`src/rtl/mc_datapath_regs_pkg.sv`:
```
// Shared opcode constants and immediate-format decode for the multicycle datapath.
package mc_datapath_regs_pkg;

  localparam logic [6:0] OP_LOAD   = 7'b0000011;
  localparam logic [6:0] OP_STORE  = 7'b0100011;
  localparam logic [6:0] OP_BRANCH = 7'b1100011;
  localparam logic [6:0] OP_RTYPE  = 7'b0110011;
  localparam logic [6:0] OP_ITYPE  = 7'b0010011;
  localparam logic [6:0] OP_JAL    = 7'b1101111;
  localparam logic [6:0] OP_JALR   = 7'b1100111;
  localparam logic [6:0] OP_LUI    = 7'b0110111;
  localparam logic [6:0] OP_AUIPC  = 7'b0010111;

  // addi x0,x0,0
  localparam logic [31:0] NOP_INSTR = 32'h0000_0013;

  typedef enum logic [2:0] {
    FMT_NONE,
    FMT_I,
    FMT_S,
    FMT_B,
    FMT_J,
    FMT_U
  } imm_fmt_e;

  // Map an opcode to the immediate layout it carries; R-type and unknown carry none.
  function automatic imm_fmt_e imm_fmt(input logic [6:0] op);
    case (op)
      OP_LOAD, OP_ITYPE, OP_JALR: imm_fmt = FMT_I;
      OP_STORE:                   imm_fmt = FMT_S;
      OP_BRANCH:                  imm_fmt = FMT_B;
      OP_JAL:                     imm_fmt = FMT_J;
      OP_LUI, OP_AUIPC:           imm_fmt = FMT_U;
      OP_RTYPE:                   imm_fmt = FMT_NONE;
      default:                    imm_fmt = FMT_NONE;
    endcase
  endfunction

endpackage

```
`src/rtl/mc_datapath_regs_imm_gen.sv`:
```
// Combinational immediate generator: sign-extended immediate for the instruction in IR.
module mc_datapath_regs_imm_gen
  import mc_datapath_regs_pkg::*;
(
  input  logic [31:0] ir,
  output logic [31:0] imm
);

  // Select the bit layout by opcode class.
  always_comb begin
    imm = 32'h0;
    case (imm_fmt(ir[6:0]))
      FMT_I:   imm = {{20{ir[31]}}, ir[31:20]};
      FMT_S:   imm = {{20{ir[31]}}, ir[31:25], ir[11:7]};
      FMT_B:   imm = {{19{ir[31]}}, ir[31], ir[7], ir[30:25], ir[11:8], 1'b0};
      FMT_J:   imm = {{11{ir[31]}}, ir[31], ir[19:12], ir[20], ir[30:21], 1'b0};
      FMT_U:   imm = {ir[31:12], 12'h000};
      default: imm = 32'h0;
    endcase
  end

endmodule

```
`src/rtl/mc_datapath_regs.sv`:
```
// Register stage of the multicycle RISC-V datapath: PC, IR, MDR, ALUOut,
// memory address mux, IR field decode and immediate generation.
module mc_datapath_regs #(
  parameter logic [31:0] RESET_PC  = 32'h0000_0000,
  parameter logic [31:0] NOP_INSTR = mc_datapath_regs_pkg::NOP_INSTR
) (
  input  logic        clk,
  input  logic        reset,
  input  logic        PCWrite,
  input  logic        PCWriteCond,
  input  logic        PCSource,
  input  logic        IRWrite,
  input  logic        IorD,
  input  logic        Zero,
  input  logic [31:0] ALUResult,
  input  logic [31:0] MemData,
  output logic [31:0] PC,
  output logic [31:0] MemAddr,
  output logic [31:0] IR,
  output logic [31:0] MDR,
  output logic [31:0] ALUOut,
  output logic [6:0]  opcode,
  output logic [4:0]  rd,
  output logic [4:0]  rs1,
  output logic [4:0]  rs2,
  output logic [2:0]  funct3,
  output logic [6:0]  funct7,
  output logic [31:0] Imm,
  output logic        pc_misaligned
);

  import mc_datapath_regs_pkg::*;

  logic        pc_en;
  logic [31:0] pc_next;

  // PC load enable and source select; PCWrite dominates the Zero qualification.
  always_comb begin
    pc_en   = PCWrite | (PCWriteCond & Zero);
    pc_next = PCSource ? ALUOut : ALUResult;
  end

  // Program counter.
  always_ff @(posedge clk or posedge reset) begin
    if (reset)      PC <= RESET_PC;
    else if (pc_en) PC <= pc_next;
  end

  // Sticky flag: any PC load with a non-word-aligned target; the load itself still happens.
  always_ff @(posedge clk or posedge reset) begin
    if (reset)                               pc_misaligned <= 1'b0;
    else if (pc_en && (pc_next[1:0] != 2'b00)) pc_misaligned <= 1'b1;
  end

  // Instruction register; on a fetch edge it captures data read at the old PC.
  always_ff @(posedge clk or posedge reset) begin
    if (reset)        IR <= NOP_INSTR;
    else if (IRWrite) IR <= MemData;
  end

  // Non-architectural pipeline-style registers, loaded every cycle.
  always_ff @(posedge clk or posedge reset) begin
    if (reset) begin
      MDR    <= 32'h0;
      ALUOut <= 32'h0;
    end else begin
      MDR    <= MemData;
      ALUOut <= ALUResult;
    end
  end

  assign MemAddr = IorD ? ALUOut : PC;

  assign opcode = IR[6:0];
  assign rd     = IR[11:7];
  assign funct3 = IR[14:12];
  assign rs1    = IR[19:15];
  assign rs2    = IR[24:20];
  assign funct7 = IR[31:25];

  mc_datapath_regs_imm_gen u_imm_gen (
    .ir  (IR),
    .imm (Imm)
  );

endmodule

```
`config.mk`:
```
export PLATFORM = sky130hd
export DESIGN_NAME = mc_datapath_regs
export DESIGN_NICKNAME = d
export VERILOG_FILES = /design/src/rtl/mc_datapath_regs_pkg.sv /design/src/rtl/mc_datapath_regs_imm_gen.sv /design/src/rtl/mc_datapath_regs.sv
export SDC_FILE = /design/constraint.sdc
export NUM_CORES = 1
export LEC_CHECK = 0
export BUFFER_PORTS_ARGS = -buffer_cell sky130_fd_sc_hd__buf_2
export CAP_MARGIN = 10
export CORE_MARGIN = 8
export CORE_UTILIZATION = 45
export CTS_CLUSTER_SIZE = 8
export DETAILED_ROUTE_END_ITERATION = 8
export PLACE_DENSITY_LB_ADDON = 0.3
export SYNTH_ARGS = -nofsm -noshare
export SYNTH_HDL_FRONTEND = slang
export SYNTH_SLANG_ARGS = --single-unit
```
`constraint.sdc`:
```
create_clock -name clk -period 4.7 [get_ports clk]
set_input_delay 0.235 -clock clk [delete_from_list [all_inputs] [get_ports clk]]
set_output_delay 0.235 -clock clk [all_outputs]
set_load 0.02 [all_outputs]
```
# Word level (Yosys, flattened, before mapping)
# Cells that the tools add are included.
totals:
  regBits: 129
  input_bits: 72
  output_inout_bits: 225
  word_cells: 28
classes:
  eq_ne: 13
  mux: 4
  bitwise: 2
  n_reduce_logical: 4
op_table:
  columns: ["cell", "count"]
  rows:
  - ["32-bit one-hot mux with 5 select lines", 1]
  - ["32-bit two-way mux", 2]
  - ["7-bit == test, second input constant", 3]
  - ["3-bit one-hot mux with 5 select lines", 1]
  - ["7-bit by 5-bit == test with 1-bit output, second input constant", 2]
  - ["7-bit by 6-bit == test with 1-bit output, second input constant", 2]
  - ["7-bit by 2-bit == test with 1-bit output, second input constant", 1]
  - ["3-bit by 2-bit == test with 1-bit output, second input constant", 2]
  - ["3-bit == test, second input constant", 2]
  - ["3-bit by 1-bit == test with 1-bit output, second input constant", 1]
  - ["3-bit OR reduction", 1]
  - ["2-bit nonzero test", 1]
  - ["2-bit OR reduction", 1]
  - ["1-bit bitwise AND", 1]
  - ["1-bit logical AND", 1]
  - ["1-bit OR", 1]

# Depth between registers and ports, before layout
depth:
  ltp_word: 5
  ltp_mapped: 5
  ltp_nobuf: 3

# Hierarchy
# From an unflattened synthesis, not the netlist that was laid out.
unflattened:
  hier_cells: 371
  area_unflattened_um2: 5674.2
modules_own_cells:
  columns: ["mod", "instances", "cells_per_inst", "area_each_um2", "seq_area_each_um2"]
  rows:
  - ["mc_datapath_regs", 1, 310, 5167.5, 3231.8]
  - ["mc_datapath_regs_imm_gen", 1, 61, 506.7, 0.0]

# Worst setup path before layout
# Ideal clock, no wire load.
synth_timing:
  kind: "reg2out"
  from: "register IR[6]"
  to: "output Imm[27]"
  t_arrival_ps: 1736
  t_required_ps: 4465
  setup_slack_ps: 2729
  stages_incl_launch_ff: 6
  n_path_buf: 2
  cell_sequence: "dfrtp_1 > buf_6 > mux2_4 > o22a_4 > buf_6 > o21ai_0"
synth_between:
  elab_chain_cells: 5
  word_cells_on_any_way: 17
  cone_classes: "eq/ne (13); mux (2); reduce/logical (2)"
synth_lines:
  columns: ["item", "line", "source"]
  rows:
  - ["start, declared", "mc_datapath_regs.sv:19", "output logic [31:0] IR,"]
  - ["start signal, assigned", "mc_datapath_regs.sv:58", "else if (IRWrite) IR <= MemData;"]
  - ["7-bit by 2-bit == test with 1-bit output, or another cell as far along", "mc_datapath_regs_pkg.sv:28", "case (op)"]
  - ["3-bit OR reduction / 2-bit OR reduction (equally long branches)", "mc_datapath_regs_pkg.sv:28", null]
  - ["3-bit one-hot mux with 5 select lines (*)", "mc_datapath_regs_pkg.sv:28", null]
  - ["3-bit == test, or another cell as far along", "mc_datapath_regs_imm_gen.sv:12", "case (imm_fmt(ir[6:0]))"]
  - ["32-bit one-hot mux with 5 select lines (*)", "mc_datapath_regs_imm_gen.sv:12", null]
  - ["end, declared", "mc_datapath_regs.sv:28", "output logic [31:0] Imm,"]
# Mark *: on every way between the ends. The rest lies on a longest branch, timed or not.

# Worst setup path in the final report
layout_timing:
  from: "register IR[1]"
  to: "output Imm[19]"
# Same word-level chain as after synthesis.

==> out/qor.yml <==
outcome: "finished, final reports clean"
coreArea_um2: 11910
syn_area_per_cell_um2: 12.82
netlist.area_leader.share_pct: 58.16
synthXorXnorAreaFrac_pct: 0
synth_ff_type: "dfrtp_1"
numCtsBuffers: 17
grt_pass1_vias: 5091
synth_top_family_by_area: "multiplexers"
drv_slew: 0
place_inst: 812
fin_cells: 907
holdWs_ns: 0.03872
synth-async-reset-ratio_pct: 100.0
cts.path.max_buffers: 2
gr-total-overflow: 0
place_hpwl_mm: 12.28
hold_viol: 0
max_clock_freq_mhz: 400.4
first_pass_iters: 4
die_y_um: 125.8
synth_top_area_cell: "dfrtp_1"
clockRootBuffer: "clkbuf_16"
p_leak_nw: 4.050
place.gp.congestion: 0.7655
regToRegSetupSlack_ns: 3.56
syn_nets: 495
wl_per_cell_um: 19.03
tightest_slew_ns: 1.068
dpl_cell_area_um2: 6758
p_per_area_nw_per_um2: 394.4
clock_sinks: 129
cp-start-kind: "flip-flop"
netlist_instances: 423
critPathRequiredTime_ns: 4.47
io_pins: 297
fin_crit_sh_pct: 53.14
synth_edf_count: 0
fin_setup_tns_ns: 0
synthTopCellsByArea: "dfrtp_1 58%, mux2_2 13%, mux2i_1 6.1%"
maxCapViolCount: 0
vias_per_cell: 5.076
yosysMostFrequentCell: "dfrtp_1"
cp-end-kind: "primary output"
post-route-min-period_ns: 2.498
crit_arrival_ns: 2.26
portBuffers: 296
area_growth_pct: 46.55
synth_compound_area_share_pct: 7.477
cts_tree: "built"
yosys_warnings: 0
post_cts_resize_count: 0
clk_pin_slew_ns: 0.05
grt_max_degree: 72
worst-path-max-fanout: 12
yosys.area_share.simple_pct: 6.716
fin_util_pct: 66.70
placementRows: 40
cts.htree.levels: 4
mappedNetlistArea_um2: 5421
antenna_cells: 0
drc: 0
routed_wirelength_mm: 17.26
yosysSeqAreaShare_pct: 59.61
ant_nets: 0
maxSlewHeadroom_pct: 28.82
synth.area.mux_share_pct: 19.25
fill_cells: 914
synthAdderAreaFrac_pct: 0
drt_first_iter_violations: 342
ys_top_cells_by_count: "126 x dfrtp_1, 61 x mux2_2, 40 x o21ai_0"
synth-seq-cells: 129
ys_types: 38
vias: 4604
worst_hold_path_type: "primary input to asynchronous set/reset pin"
start_util_pct: 45.51
path_class: "flip-flop to primary output"
ir_drop_mv: 0.2300
rsz0062_at_grt: "false"
track_usage_pct: 21.85
finClkSkew_ns: 0.004831
setup_viol: 0
drive_above_1_share_pct: 52.37
dieWidth_um: 125.8
grt_pass1_wl_mm: 27.44
clk_latency_ns: 0.41
finalNetCount: 821
final_area_um2: 7945
dieArea_um2: 15820
antenna_found_initial: 0
## metrics by stage
stage	total power [mW]	setup slack, ns
after floorplan	1.698	1.029
after CTS	3.163	1.526
after global placement	1.897	2.068
after global routing	3.266	2.036
final	3.133	2.202
after detailed placement	1.912	1.980
## where the power goes
group	switching, mW	internal [mW]
Sequential	0.0837	1.20
Clock	0.439	0.758
Combinational	0.400	0.251
Total	0.923	2.21
## cell type report
type                    count  area [µm²]  share of cell area, %
flip-flops and latches    129        3232                  40.68
repair buffers            364        2152                  27.09
multi-input cells         234        1824                  22.96
clock buffers              24       481.7                  6.063
well taps                 147       183.9                  2.315
clock inverters             6       57.56                 0.7244
inverters                   3       13.76                 0.1732
## final timing paths
kind | depth (start not counted) | end | start
min in group clk | 3 | IR[2] | IRWrite
worst min-delay path | 3 | IR[6] | reset
worst min register to register | 1 | pc_misaligned | pc_misaligned
worst max register to register | 2 | IR[31] | IR[31]
max in group asynchronous | 3 | ALUOut[27] | reset
worst max-delay path | 4 | Imm[19] | IR[1]
## cell families (layout without fill, tap and decap cells)
kind of cell    after synthesis  after routing
flops                       129            129
mux                          96             96
simple gates                 71             71
compound gates               67             67
buf+inv                      60            397
## state kept, by name, indices dropped and copies added (netlist names)
signal / flops
ALUOut: 32
IR: 32
MDR: 32
PC: 32
pc_misaligned: 1
## critical path, stage by stage, from the launching register on
cell	delay, ns
dfstp_2	0.59
and3_1	0.45
o21a_1	0.45
a21o_1	0.19
buf_2	0.16
## cells in the final DEF (no fill, tap or decap), types with 8 or more instances in the layout
| cell type | instances |
|---|---|
| buf_2 | 296 |
| dfrtp_1 | 126 |
| dlygate4sd3_1 | 64 |
| mux2_2 | 61 |
| o21ai_0 | 40 |
| nand2_1 | 35 |
| mux2i_1 | 33 |
| clkbuf_16 | 17 |
| nand3_1 | 12 |
| a21o_1 | 8 |
## what timing repair did
action	CTS	global route
endpoints found under the hold margin	64	0
hold buffers	64	0
setup buffers	0	0
## layer usage
metal	track usage [%]	part of all wire (%)	up-vias
met5	0	0	-
met4	8.988	2.4	0
met3	9.494	9.9	35
met2	37.44	50	252
met1	23.21	37	2216
li1	-	-	2101
Note: power is estimated with default switching activity, not from simulation.
